$ cat config.mk
export PLATFORM = sky130hd
export DESIGN_NAME = segre_assoc_tlb
export DESIGN_NICKNAME = d
export VERILOG_FILES = /design/src/rtl/segre_assoc_tlb.sv
export SDC_FILE = /design/constraint.sdc
export NUM_CORES = 1
export LEC_CHECK = 0
export BUFFER_PORTS_ARGS = -buffer_cell sky130_fd_sc_hd__buf_2
export CAP_MARGIN = 20
export CORE_MARGIN = 2
export CORE_UTILIZATION = 42
export DETAILED_ROUTE_END_ITERATION = 12
export PLACE_DENSITY = 0.57
export SYNTH_ARGS = -nofsm -noshare
export SYNTH_HDL_FRONTEND = slang
export SYNTH_SLANG_ARGS = --single-unit
$ cat constraint.sdc
create_clock -name clk_i -period 11 [get_ports clk_i]
set_input_delay 1.65 -clock clk_i [delete_from_list [all_inputs] [get_ports clk_i]]
set_output_delay 1.65 -clock clk_i [all_outputs]
set_load 0.01 [all_outputs]
$ cat src/rtl/segre_assoc_tlb.sv
// segre_assoc_tlb: set-associative TLB with single-outstanding page-table-walk refill.
// Lookup happens combinationally on the accepted address; responses are registered.
// Optional feature: define SEGRE_TLB_PERF_EN to add 32-bit hit/miss counters.
module segre_assoc_tlb #(
    parameter int ENTRIES = 32,
    parameter int WAYS    = 4,
    parameter int VADDR_W = 32,
    parameter int PADDR_W = 20
) (
    input  logic                clk_i,
    input  logic                rsn_i,
    input  logic                req_valid_i,
    output logic                req_ready_o,
    input  logic [VADDR_W-1:0]  vaddr_i,
    input  logic                store_i,
    output logic                resp_valid_o,
    output logic [PADDR_W-1:0]  paddr_o,
    output logic                fault_o,
    output logic                ptw_req_o,
    output logic [VADDR_W-13:0] ptw_vpn_o,
    input  logic                ptw_valid_i,
    input  logic [PADDR_W-13:0] ptw_ppn_i,
    input  logic [1:0]          ptw_perm_i,
    input  logic                flush_i
`ifdef SEGRE_TLB_PERF_EN
    ,
    output logic [31:0]         hit_cnt_o,
    output logic [31:0]         miss_cnt_o
`endif
);

    localparam int SETS  = ENTRIES / WAYS;
    localparam int IDX_W = $clog2(SETS);
    localparam int TAG_W = VADDR_W - 12 - IDX_W;
    localparam int PPN_W = PADDR_W - 12;
    localparam int WAY_W = (WAYS > 1) ? $clog2(WAYS) : 1;

    typedef enum logic [1:0] {IDLE, WALK, RESP} state_t;

    state_t               state_q, state_d;
    logic [VADDR_W-1:0]   vaddr_q;
    logic                 store_q;

    logic [WAYS-1:0]      valid_q [SETS];
    logic [TAG_W-1:0]     tag_q   [SETS][WAYS];
    logic [PPN_W-1:0]     ppn_q   [SETS][WAYS];
    logic [1:0]           perm_q  [SETS][WAYS];
    logic [WAY_W-1:0]     rr_q    [SETS];

    logic [IDX_W-1:0]     lk_idx, rf_idx;
    logic [TAG_W-1:0]     lk_tag, rf_tag;
    logic                 hit;
    logic [PPN_W-1:0]     hit_ppn;
    logic [1:0]           hit_perm;
    logic [WAYS-1:0]      rf_valid;
    logic                 free_found;
    logic [WAY_W-1:0]     victim, rr_next;
    logic                 accept, refill;

    // A load needs R (bit 0), a store needs W (bit 1).
    function automatic logic perm_fault(input logic store, input logic [1:0] perm);
        return store ? !perm[1] : !perm[0];
    endfunction

    assign req_ready_o = (state_q == IDLE) && !flush_i;
    assign accept      = req_valid_i && req_ready_o;
    assign refill      = (state_q == WALK) && ptw_valid_i;
    assign ptw_req_o   = (state_q == WALK);
    assign ptw_vpn_o   = vaddr_q[VADDR_W-1:12];

    assign lk_idx = vaddr_i[12 +: IDX_W];
    assign lk_tag = vaddr_i[VADDR_W-1 -: TAG_W];
    assign rf_idx = vaddr_q[12 +: IDX_W];
    assign rf_tag = vaddr_q[VADDR_W-1 -: TAG_W];

    // Lookup: scan from the top so the lowest matching way wins.
    always_comb begin
        // NOTE: every output of a combinational block gets a default first so no latch is inferred.
        hit      = 1'b0;
        hit_ppn  = '0;
        hit_perm = '0;
        for (int w = WAYS - 1; w >= 0; w--) begin
            if (valid_q[lk_idx][w] && (tag_q[lk_idx][w] == lk_tag)) begin
                hit      = 1'b1;
                hit_ppn  = ppn_q[lk_idx][w];
                hit_perm = perm_q[lk_idx][w];
            end
        end
    end

    // Victim: lowest invalid way, else the set's round-robin pointer.
    // A simultaneous flush empties the set first, so way 0 is taken.
    always_comb begin
        rf_valid   = flush_i ? '0 : valid_q[rf_idx];
        free_found = 1'b0;
        victim     = rr_q[rf_idx];
        for (int w = WAYS - 1; w >= 0; w--) begin
            if (!rf_valid[w]) begin
                free_found = 1'b1;
                victim     = WAY_W'(w);
            end
        end
        rr_next = (rr_q[rf_idx] == WAY_W'(WAYS - 1)) ? '0 : rr_q[rf_idx] + WAY_W'(1);
    end

    // Next-state logic: IDLE -> WALK on miss, WALK -> RESP on walk done, RESP -> IDLE.
    always_comb begin
        state_d = state_q;
        case (state_q)
            IDLE:    if (accept && !hit) state_d = WALK;
            WALK:    if (ptw_valid_i)    state_d = RESP;
            RESP:    state_d = IDLE;
            default: state_d = IDLE;
        endcase
    end

    // State register, valid bits, round-robin pointers, request capture and response registers.
    always_ff @(posedge clk_i or negedge rsn_i) begin
        if (!rsn_i) begin
            state_q      <= IDLE;
            vaddr_q      <= '0;
            store_q      <= 1'b0;
            resp_valid_o <= 1'b0;
            paddr_o      <= '0;
            fault_o      <= 1'b0;
            for (int s = 0; s < SETS; s++) begin
                valid_q[s] <= '0;
                rr_q[s]    <= '0;
            end
        end else begin
            // NOTE: sequential state uses non-blocking assignments so every register samples pre-edge values.
            state_q      <= state_d;
            resp_valid_o <= 1'b0;
            paddr_o      <= '0;
            fault_o      <= 1'b0;
            if (accept) begin
                vaddr_q <= vaddr_i;
                store_q <= store_i;
                if (hit) begin
                    resp_valid_o <= 1'b1;
                    fault_o      <= perm_fault(store_i, hit_perm);
                    paddr_o      <= perm_fault(store_i, hit_perm) ? '0 : {hit_ppn, vaddr_i[11:0]};
                end
            end
            if (flush_i) begin
                for (int s = 0; s < SETS; s++) begin
                    valid_q[s] <= '0;
                    rr_q[s]    <= '0;
                end
            end
            // Refill is written after the flush clear so the new entry survives.
            if (refill) begin
                valid_q[rf_idx][victim] <= 1'b1;
                if (!free_found && !flush_i) rr_q[rf_idx] <= rr_next;
                resp_valid_o <= 1'b1;
                fault_o      <= perm_fault(store_q, ptw_perm_i);
                paddr_o      <= perm_fault(store_q, ptw_perm_i) ? '0 : {ptw_ppn_i, vaddr_q[11:0]};
            end
        end
    end

    // Translation payload storage, qualified by the valid bits.
    // NOTE: payload arrays are not reset; the valid bits alone decide whether an entry is usable.
    always_ff @(posedge clk_i) begin
        if (refill) begin
            tag_q[rf_idx][victim]  <= rf_tag;
            ppn_q[rf_idx][victim]  <= ptw_ppn_i;
            perm_q[rf_idx][victim] <= ptw_perm_i;
        end
    end

`ifdef SEGRE_TLB_PERF_EN
    // Performance counters: one increment per accepted request, wrapping at 2^32.
    always_ff @(posedge clk_i or negedge rsn_i) begin
        if (!rsn_i) begin
            hit_cnt_o  <= '0;
            miss_cnt_o <= '0;
        end else if (accept) begin
            if (hit) hit_cnt_o  <= hit_cnt_o + 32'd1;
            else     miss_cnt_o <= miss_cnt_o + 32'd1;
        end
    end
`endif

endmodule

Word-level counts from Yosys, hierarchy flattened
Memories as Yosys holds them, arrays and structs flattened.
Cells that the tools add are included.
{ "word_totals": {"ram_bits": 864, "elab_cells": 135, "inputBits": 48, "reg_bits": 105, "memories": 3, "out_inout_bits": 44} }
{ "classes": {"add_sub_neg": 1, "magnitude_cmp": 7, "eq_ne": 8, "reduce_logical": 21, "bitwise_logic": 4, "muxes": 69} }
{ "mem_list": {"columns": ["name", "words", "word_bits", "read_ports", "rd_ports_with_merged_regs", "write_ports", "line_no", "text"], "rows": [
  ["tag_q", 8, 68, 1, 0, 1, "45", "logic [TAG_W-1:0] tag_q [SETS][WAYS];"],
  ["ppn_q", 8, 32, 1, 0, 1, "46", "logic [PPN_W-1:0] ppn_q [SETS][WAYS];"],
  ["perm_q", 8, 8, 1, 0, 1, "47", "logic [1:0] perm_q [SETS][WAYS];"]
]} }
{ "ops": {"columns": ["operator", "n"], "rows": [
  ["$mux 20", 5],
  ["$mux 32", 3],
  ["$eq 17x17->1", 4],
  ["$mux 68", 1],
  ["$mux 16", 3],
  ["$mux 8", 6],
  ["$demux 17 s2", 1],
  ["$or 32x32->32", 1],
  ["$mux 2", 15],
  ["$bmux 4 s3", 2],
  ["$mux 4", 6],
  ["$mux 1", 18],
  ["$mux 17", 1],
  ["$bwmux 16", 1],
  ["$demux 8 s2", 1],
  ["$demux 4 s3", 1],
  ["$logic_and 1x1->1", 12],
  ["$ge 4x4->1 const B", 2],
  ["$not 3->4", 2],
  ["$logic_not 1->1", 7],
  ["$bmux 2 s3", 1],
  ["$demux 2 s3", 1],
  ["$demux 2 s2", 1],
  ["$lt 4x1->1 const B", 1],
  ["other kinds (13)", 14]
]} }

Longest topological paths before layout
Gate-level depths: netlist of run 1.
{ "depth": {"depth_word": 17, "ltp_mapped": 16, "ltp_nobuf": 10} }

Worst setup path before layout of run 1
OpenSTA, ideal clock, no wires.
{ "synth_timing": {"kind": "input port to flip-flop", "startpoint": "input port vaddr_i[14]", "endpoint": "register paddr_o[12]", "path_slack_ns": 6.171, "setup_time_ns": 0.074, "t_arrival_ns": 4.755, "required_ns": 10.926, "stages": 14, "n_path_buf": 5, "path_cell_list": "buf_4 buf_4 buf_6 clkbuf_1 mux4_2 mux2i_1 xnor2_1 nor4_1 nand2_1 nor4_4 o311ai_1 a2111o_1 buf_6 o21ai_2"} }
{ "synth_via": {"elab_chain_cells": 15, "elab_cells_between_ends": 34, "classes_between": "4 x eq/ne; 20 x mux; 1 x bitwise; 6 x reduce/logical; 3 x memory"} }
{ "synth_rtl": {"columns": ["element", "line_no", "text"], "rows": [
  ["from (decl)", "14", "input logic [VADDR_W-1:0] vaddr_i,"],
  ["branches (longest 12 deep; another with $mem_v2 8x68)", null, null],
  ["$mux 20 *", "139", "if (hit) begin"],
  ["$mux 20 *", "136", "if (accept) begin"],
  ["$mux 20 *", "152", "if (refill) begin"],
  ["to (signal assigned)", "142", "paddr_o <= perm_fault(store_i, hit_perm) ? '0 : {hit_ppn, vaddr_i[11:0]};"],
  ["to (signal assigned)", "157", "paddr_o <= perm_fault(store_q, ptw_perm_i) ? '0 : {ptw_ppn_i, vaddr_q[11:0]};"],
  ["to (decl)", "17", "output logic [PADDR_W-1:0] paddr_o,"]
]} }
Mark *: on every way between the ends. The select of a mux whose other input is x is not followed.
A chain may end at the register's enable or synchronous reset.

Final worst setup path of run 1
{ "layout_timing": {"startpoint": "input port vaddr_i[14]", "endpoint": "register paddr_o[18]"} }
Same word-level chain as after synthesis.

==> results.json, run 1 <==
{
  "drtIter0Drc": 2320,
  "cp.arrival_ns": 7.02,
  "async_flop_share_pct": 10.84,
  "fin_setup_tns_ns": 0,
  "yosys.area_share.simple_pct": 2.912,
  "worst_pin_slew_ns": 1.080,
  "routed_wl_um": 101000,
  "post-place-cells": 3196,
  "synth_mux_area_share_pct": 16.47,
  "core-area_um2": 91660,
  "io_buffers": 91,
  "setup_viol": 0,
  "synth_cell_types": 65,
  "worst_hold_slack_ns": 0.4753,
  "grt_max_degree": 94,
  "drive_gt1_share_pct": 26.97,
  "ys.flop_type": "edfxtp_1",
  "path_clk_slew_ns": 0.06,
  "required_ns": 11.54,
  "worst_slack_ns": 4.517,
  "wl_met3_um": 6596,
  "leakagePower_nw": 14.78,
  "final_common_cell": "edfxtp_1",
  "seqPwrFrac_pct": 51.9,
  "synth_compound_area_share_pct": 3.147,
  "worstHoldPathType": "flop to flop",
  "ys_warn_count": 0,
  "syn2layout_area_growth_pct": 13.46,
  "grt_use_total_pct": 21.43,
  "p_per_area_nw_per_um2": 188.2,
  "io_pins": 92,
  "rows": 111,
  "synth-xor-area-share_pct": 1.287,
  "wl_per_cell_um": 29.88,
  "synthAdderAreaFrac_pct": 0.03225,
  "synth_top_family_by_area": "multiplexers",
  "clk_latency_ns": 0.67,
  "crit_type": "primary input to flop",
  "place_ws_ns": 3.538,
  "synth_area_leaders": "edfxtp_1, mux4_2, dfrtp_1",
  "final_nets": 2163,
  "synth_top_area_share_pct": 66.87,
  "clock-sinks": 969,
  "htreeDepth": 3,
  "synth_seq_cells": 969,
  "die_y_um": 307.9,
  "cts_hold_buf": 0,
  "grt_overflow": 0,
  "clkPwrFrac_pct": 39.9,
  "period_share_pct": 58.94,
  "slew_violations": 0,
  "wl_met1_um": 43420,
  "gp_congestion": 0.8566,
  "period_minus_slack_ns": 6.483,
  "cts_setup_buffers": 0,
  "synth_edf_count": 864,
  "max_freq_ghz": 0.1543,
  "crit_fanout": 54,
  "combPwrFrac_pct": 8.2,
  "antenna_found_initial": 3,
  "die-area_um2": 94830,
  "hpwlAfterDp_um": 57820,
  "cts_resized": 0,
  "hold_violations": 0,
  "synth.net_count": 2049,
  "critPathLaunchType": "primary input",
  "syn-instance-count": 2000,
  "detail-route-antenna-nets": 0,
  "drcViolationCount": 0,
  "cts_tree": "yes",
  "clock_skew_ns": 0.02189,
  "drtPass1Iterations": 5,
  "switching_share_pct": 23.13,
  "p_switching_mw": 1.916,
  "syn_area_um2": 38800,
  "diodes": 0,
  "maxCapViolCount": 0,
  "cts_root_buffer": "clkbuf_16",
  "die-width_um": 307.9,
  "grt_pass1_vias": 20033,
  "critPathCaptureType": "flop",
  "cts_buffers": 96,
  "postSynthAreaPerCell_um2": 19.40,
  "synth_top_cell_by_area": "edfxtp_1",
  "instances_no_fill": 3381,
  "met2_length_um": 48260,
  "initial_core_util_pct": 42.33,
  "power.total_mw": 8.283,
  "vdd_ir_drop_max_mv": 0.1179,
  "via_per_inst": 5.828,
  "relSlewSlack_pct": 28.02,
  "clock_path_buffers": 3,
  "p_int_mw": 6.367,
  "yosysSeqAreaShare_pct": 73.64,
  "status": "finished clean",
  "top_layer": "met5",
  "dr_total_vias": 19706,
  "final_cell_mix": "edfxtp_1, mux4_2, mux2i_1, dfrtp_1, clkbuf_16",
  "grt_first_pass_wirelength_um": 144100,
  "rsz0062_at_grt": "no"
}
==> path summary, 6_finish.rpt <==
check / to / start / depth (start not counted) / slack (ns)
hold reg to reg: paddr_o[1] / vaddr_q[1] / 2 / 0.48
min in group asynchronous: vaddr_q[25] / rsn_i / 1 / 1.07
setup reg to reg: tag_q[0][12] / vaddr_q[13] / 10 / 5.92
max in group asynchronous: paddr_o[13] / rsn_i / 2 / 8.58
setup / recovery: paddr_o[18] / vaddr_i[14] / 13 / 4.52
hold / removal: paddr_o[1] / vaddr_q[1] / 2 / 0.48
==> area by class of cell <==
cell class / instances / area, um^2
clock inverters: 40 / 481.7
inverters: 51 / 193.9
well taps: 1186 / 1484
flip-flops and latches: 969 / 28570
multi-input cells: 843 / 9494
clock buffers: 139 / 2706
fillers: 7529 / 47640
repair buffers: 153 / 1091
==> power groups by stage <==
stage / clock network [mW] / logic, mW / registers (mW)
after floorplan: 0 / 0.341 / 4.40
after global placement: 0 / 0.610 / 4.40
after detailed placement: 0 / 0.622 / 4.41
after CTS: 3.37 / 0.623 / 4.33
after global routing: 3.50 / 0.725 / 4.31
final: 3.31 / 0.676 / 4.30
==> kinds of logic (layout without fill, tap and decap cells) <==
| family | Yosys count | in the layout |
|---|---|---|
| AO/OA/AOI/OAI | 174 | 174 |
| XOR/XNOR | 57 | 57 |
| AND/OR/NAND/NOR | 222 | 222 |
| buffers and inverters | 188 | 383 |
| multiplexers | 389 | 389 |
| flip-flops | 969 | 969 |
| adder cells (fa/ha/maj) | 1 | 1 |
==> Yosys cell counts, drive strengths merged (3+ instances only) <==
cell	count
nor4	12
xnor2	37
mux2i	150
xor2	20
nor4b	3
o22ai	52
buf	94
or4bb	3
o21a	11
or3	5
nor2b	17
nand3	5
mux2	45
a22oi	13
nand2	80
nor2	46
and2	4
or2	5
a22o	15
a21oi	3
a221oi	7
o21ai	54
inv	50
nor3	9
nand2b	14
mux4	194
edfxtp	864
and3	3
clkbuf	43
dfrtp	105
nand4	9
==> sequential cells by signal, summed over array words and instances (netlist names) <==
| name | flops |
|---|---|
| state_q | 2 |
| ppn_q | 256 |
| tag_q | 544 |
| paddr_o | 20 |
| valid_q | 32 |
| resp_valid_o | 1 |
| rr_q | 16 |
| vaddr_q | 32 |
| fault_o | 1 |
| store_q | 1 |
| perm_q | 64 |
==> critical path, stage by stage <==
cell       delay, ns
buf_4           0.65
buf_4           0.83
mux4_2          0.42
mux2i_1         0.19
xnor2_1         0.09
a2111oi_0       0.85
nand4_1         0.37
or2_1           0.52
nor3b_1         0.24
o311ai_1        0.35
a2111o_1        0.40
buf_16          0.22
o21ai_2         0.08
==> layer usage <==
metal / vias to the layer above / GRT usage, %
met5: - / 0
met4: 4 / 6.829
met3: 141 / 3.346
met2: 659 / 34.10
met1: 10662 / 30.49
li1: 8240 / -
==> per-stage QoR <==
| stage | utilization [%] | instance area [um^2] |
|---|---|---|
| 4_1_cts | 47.85 | 43860 |
| 2_1_floorplan | - | 38800 |
| 3_5_place_dp | 44.37 | 40670 |
| 6_report | 48.03 | 44020 |
| 5_1_grt | 48.03 | 44020 |
| 3_3_place_gp | 44.37 | 40670 |
Note: power is estimated with default switching activity, not from simulation.
==> inputs of run 2 (changes only) <==
--- a/config.mk
+++ b/config.mk
@@ -5,6 +5,7 @@
 export SDC_FILE = /design/constraint.sdc
 export NUM_CORES = 1
 export LEC_CHECK = 0
+export ABC_AREA = 1
 export BUFFER_PORTS_ARGS = -buffer_cell sky130_fd_sc_hd__buf_2
 export CAP_MARGIN = 20
 export CORE_MARGIN = 2
==> constraint.sdc (replaced) <==
create_clock -name clk_i -period 6.1 [get_ports clk_i]
set_input_delay 0.915 -clock clk_i [delete_from_list [all_inputs] [get_ports clk_i]]
set_output_delay 0.915 -clock clk_i [all_outputs]
set_load 0.01 [all_outputs]
==> run 2 against run 1 <==
Compared with the run above: design area rose by 5.9%; critical path depth down 2; flip-flop and latch count unchanged; hold slack got worse by 0.16 ns.
==> results.json, run 2 <==
{
  "status": "finished clean",
  "clock-sinks": 969,
  "cts_tree": "yes",
  "period_minus_slack_ns": 4.714,
  "core-area_um2": 97990,
  "rows": 115,
  "grt_first_pass_wirelength_um": 187700,
  "via_per_inst": 5.488,
  "cts_setup_buffers": 0,
  "drtPass1Iterations": 6,
  "synth_edf_count": 864,
  "wl_met1_um": 54500,
  "synth_top_cell_by_area": "edfxtp_1",
  "routed_wl_um": 129500,
  "drtIter0Drc": 3643,
  "yosys.area_share.simple_pct": 17.66,
  "antenna_found_initial": 8,
  "final_nets": 3948,
  "cts_buffers": 103,
  "p_per_area_nw_per_um2": 329.0,
  "syn_area_um2": 41410,
  "critPathCaptureType": "flop",
  "synth_cell_types": 44,
  "met2_length_um": 61840,
  "clock_skew_ns": 0.02514,
  "period_share_pct": 77.28,
  "max_freq_ghz": 0.2121,
  "grt_pass1_vias": 26884,
  "die_y_um": 318,
  "dr_total_vias": 28953,
  "cts_resized": 0,
  "ys_warn_count": 0,
  "final_cell_mix": "edfxtp_1, nand2_1, nor2_1, o21ai_0, nand3_1",
  "htreeDepth": 3,
  "reg_top3": "tag_q (544), ppn_q (256), perm_q (64)",
  "crit_fanout": 17,
  "top_layer": "met5",
  "synthTopCellsByCount": "edfxtp_1, nand2_1, nor2_1",
  "setup_viol": 0,
  "hpwlAfterDp_um": 75620,
  "io_pins": 92,
  "clock_path_buffers": 3,
  "crit_type": "flop to flop",
  "drive_gt1_share_pct": 10.27,
  "synth_seq_cells": 969,
  "final_common_cell": "edfxtp_1",
  "cpMaxStageDelayCell": "nor2_4",
  "postSynthAreaPerCell_um2": 10.79,
  "synth_compound_area_share_pct": 7.668,
  "die-area_um2": 101100,
  "largest_reg_flops": 544,
  "hold_violations": 0,
  "clk_latency_ns": 0.67,
  "grt_max_degree": 161,
  "cts_hold_buf": 0,
  "initial_core_util_pct": 42.26,
  "cts_root_buffer": "clkbuf_16",
  "synth-xor-area-share_pct": 0.02115,
  "synth_top_area_share_pct": 62.65,
  "synth_area_leaders": "edfxtp_1, nand2_1, dfrtp_1",
  "ys.flop_type": "edfxtp_1",
  "cp.arrival_ns": 5.07,
  "yosysSeqAreaShare_pct": 69.00,
  "vdd_ir_drop_max_mv": 0.2234,
  "fin_area_um2": 46600,
  "syn2layout_area_growth_pct": 12.53,
  "synth_top_family_by_area": "simple AND/OR/NAND/NOR gates",
  "yosysMostFrequentCell": "edfxtp_1",
  "async_flop_share_pct": 10.84,
  "reg2reg_from": "vaddr_q[13]",
  "worst_pin_slew_ns": 1.120,
  "wl_per_cell_um": 24.54,
  "critPathMaxStageDelay_ns": 0.84,
  "slew_violations": 0,
  "top_register": "tag_q",
  "drcViolationCount": 0,
  "wl_met3_um": 9587,
  "worstHoldPathType": "primary input to asynchronous set/reset pin",
  "die-width_um": 318,
  "grt_overflow": 0,
  "syn-instance-count": 3839,
  "critPathLaunchType": "flop",
  "crit_start": "vaddr_q[13]",
  "worst_hold_slack_ns": 0.3192,
  "grt_use_total_pct": 25.23,
  "io_buffers": 91,
  "required_ns": 6.46,
  "relSlewSlack_pct": 25.16,
  "synth.net_count": 3888,
  "rsz0062_at_grt": "no",
  "path_clk_slew_ns": 0.06,
  "synth_mux_area_share_pct": 0.3505,
  "fin_setup_tns_ns": 0,
  "leakagePower_nw": 17.74,
  "gp_congestion": 0.9391,
  "path_cells": "inv_1, nand3_1, inv_1, a221oi_1, o2111ai_1, o21ai_1, nand2_1, nand3_1, nand2_1, nor2_4, buf_12",
  "maxCapViolCount": 0,
  "detail-route-antenna-nets": 0,
  "synthAdderAreaFrac_pct": 0.03021,
  "placedInstanceArea_um2": 43200
}
-- run 2: changes by cell type after synthesis, sizes merged, moves of 19 or more --
cell	change
clkbuf	+20
nand3	+272
o21ai	+386
mux4	-194
o221ai	+29
nor2	+611
xnor2	-37
nand2	+769
mux2	-33
mux2i	-149
inv	+199
xor2	-19
buf	+64
-- run 2: stage by stage --
stage	total power, mW	util (%)	setup slack, ns	cells
after floorplan	8.574	-	2.527	3839
after global placement	9.158	44.09	1.144	5081
after detailed placement	9.164	44.09	1.182	5081
after CTS	15.40	47.55	1.448	5271
after global routing	15.78	47.55	1.277	5271
final	15.33	47.56	1.386	5276
-- run 2: worst max-delay path: cells and delay by family (launching register included) --
kind / cells / cell delay (ns)
compound gates: 3 / 0.91
buf+inv: 3 / 0.78
flops: 1 / 0.49
simple gates: 5 / 2.16
-- run 2: final timing paths --
path / end / slack (ns) / cells after the start
worst max-delay path: perm_q[6][2] / 1.39 / 11
min in group clk_i: state_q[0] / 0.47 / 2
worst max register to register: perm_q[6][2] / 1.39 / 11
worst min register to register: paddr_o[7] / 0.48 / 2
max in group asynchronous: vaddr_q[19] / 4.41 / 2
worst min-delay path: rr_q[10] / 0.32 / 1
-- run 2: power by group --
part           switching (mW)  total, mW  internal [mW]
registers               0.108       7.68           7.57
logic                    1.04       1.35          0.315
clock network            2.59       6.30           3.71
-- run 2: layout make-up --
type | count | area (um^2)
antenna | 5 | 12.51
clock buffer | 142 | 2917
clock inverter | 48 | 473.0
fill | 8805 | 51390
inverter | 249 | 957.2
multi-input combinational | 2400 | 10780
sequential | 969 | 28570
tap | 1287 | 1610
timing repair buffer | 176 | 1280
-- run 2: layer usage --
layer  track usage, %  vias to the layer above
met3            4.165                      182
met1            34.82                    14350
li1                 -                    13248
met2            41.25                     1169
met4            7.217                        4
met5                0                        -
-- run 2: kinds of logic after synthesis --
logic type,Yosys count
muxes,13
and+or+nand+nor,1820
xor gates and xnor gates,1
buffers and inverters,470
DFF,969
AOI/OAI and AO/OA,565
adders and majority gates,1
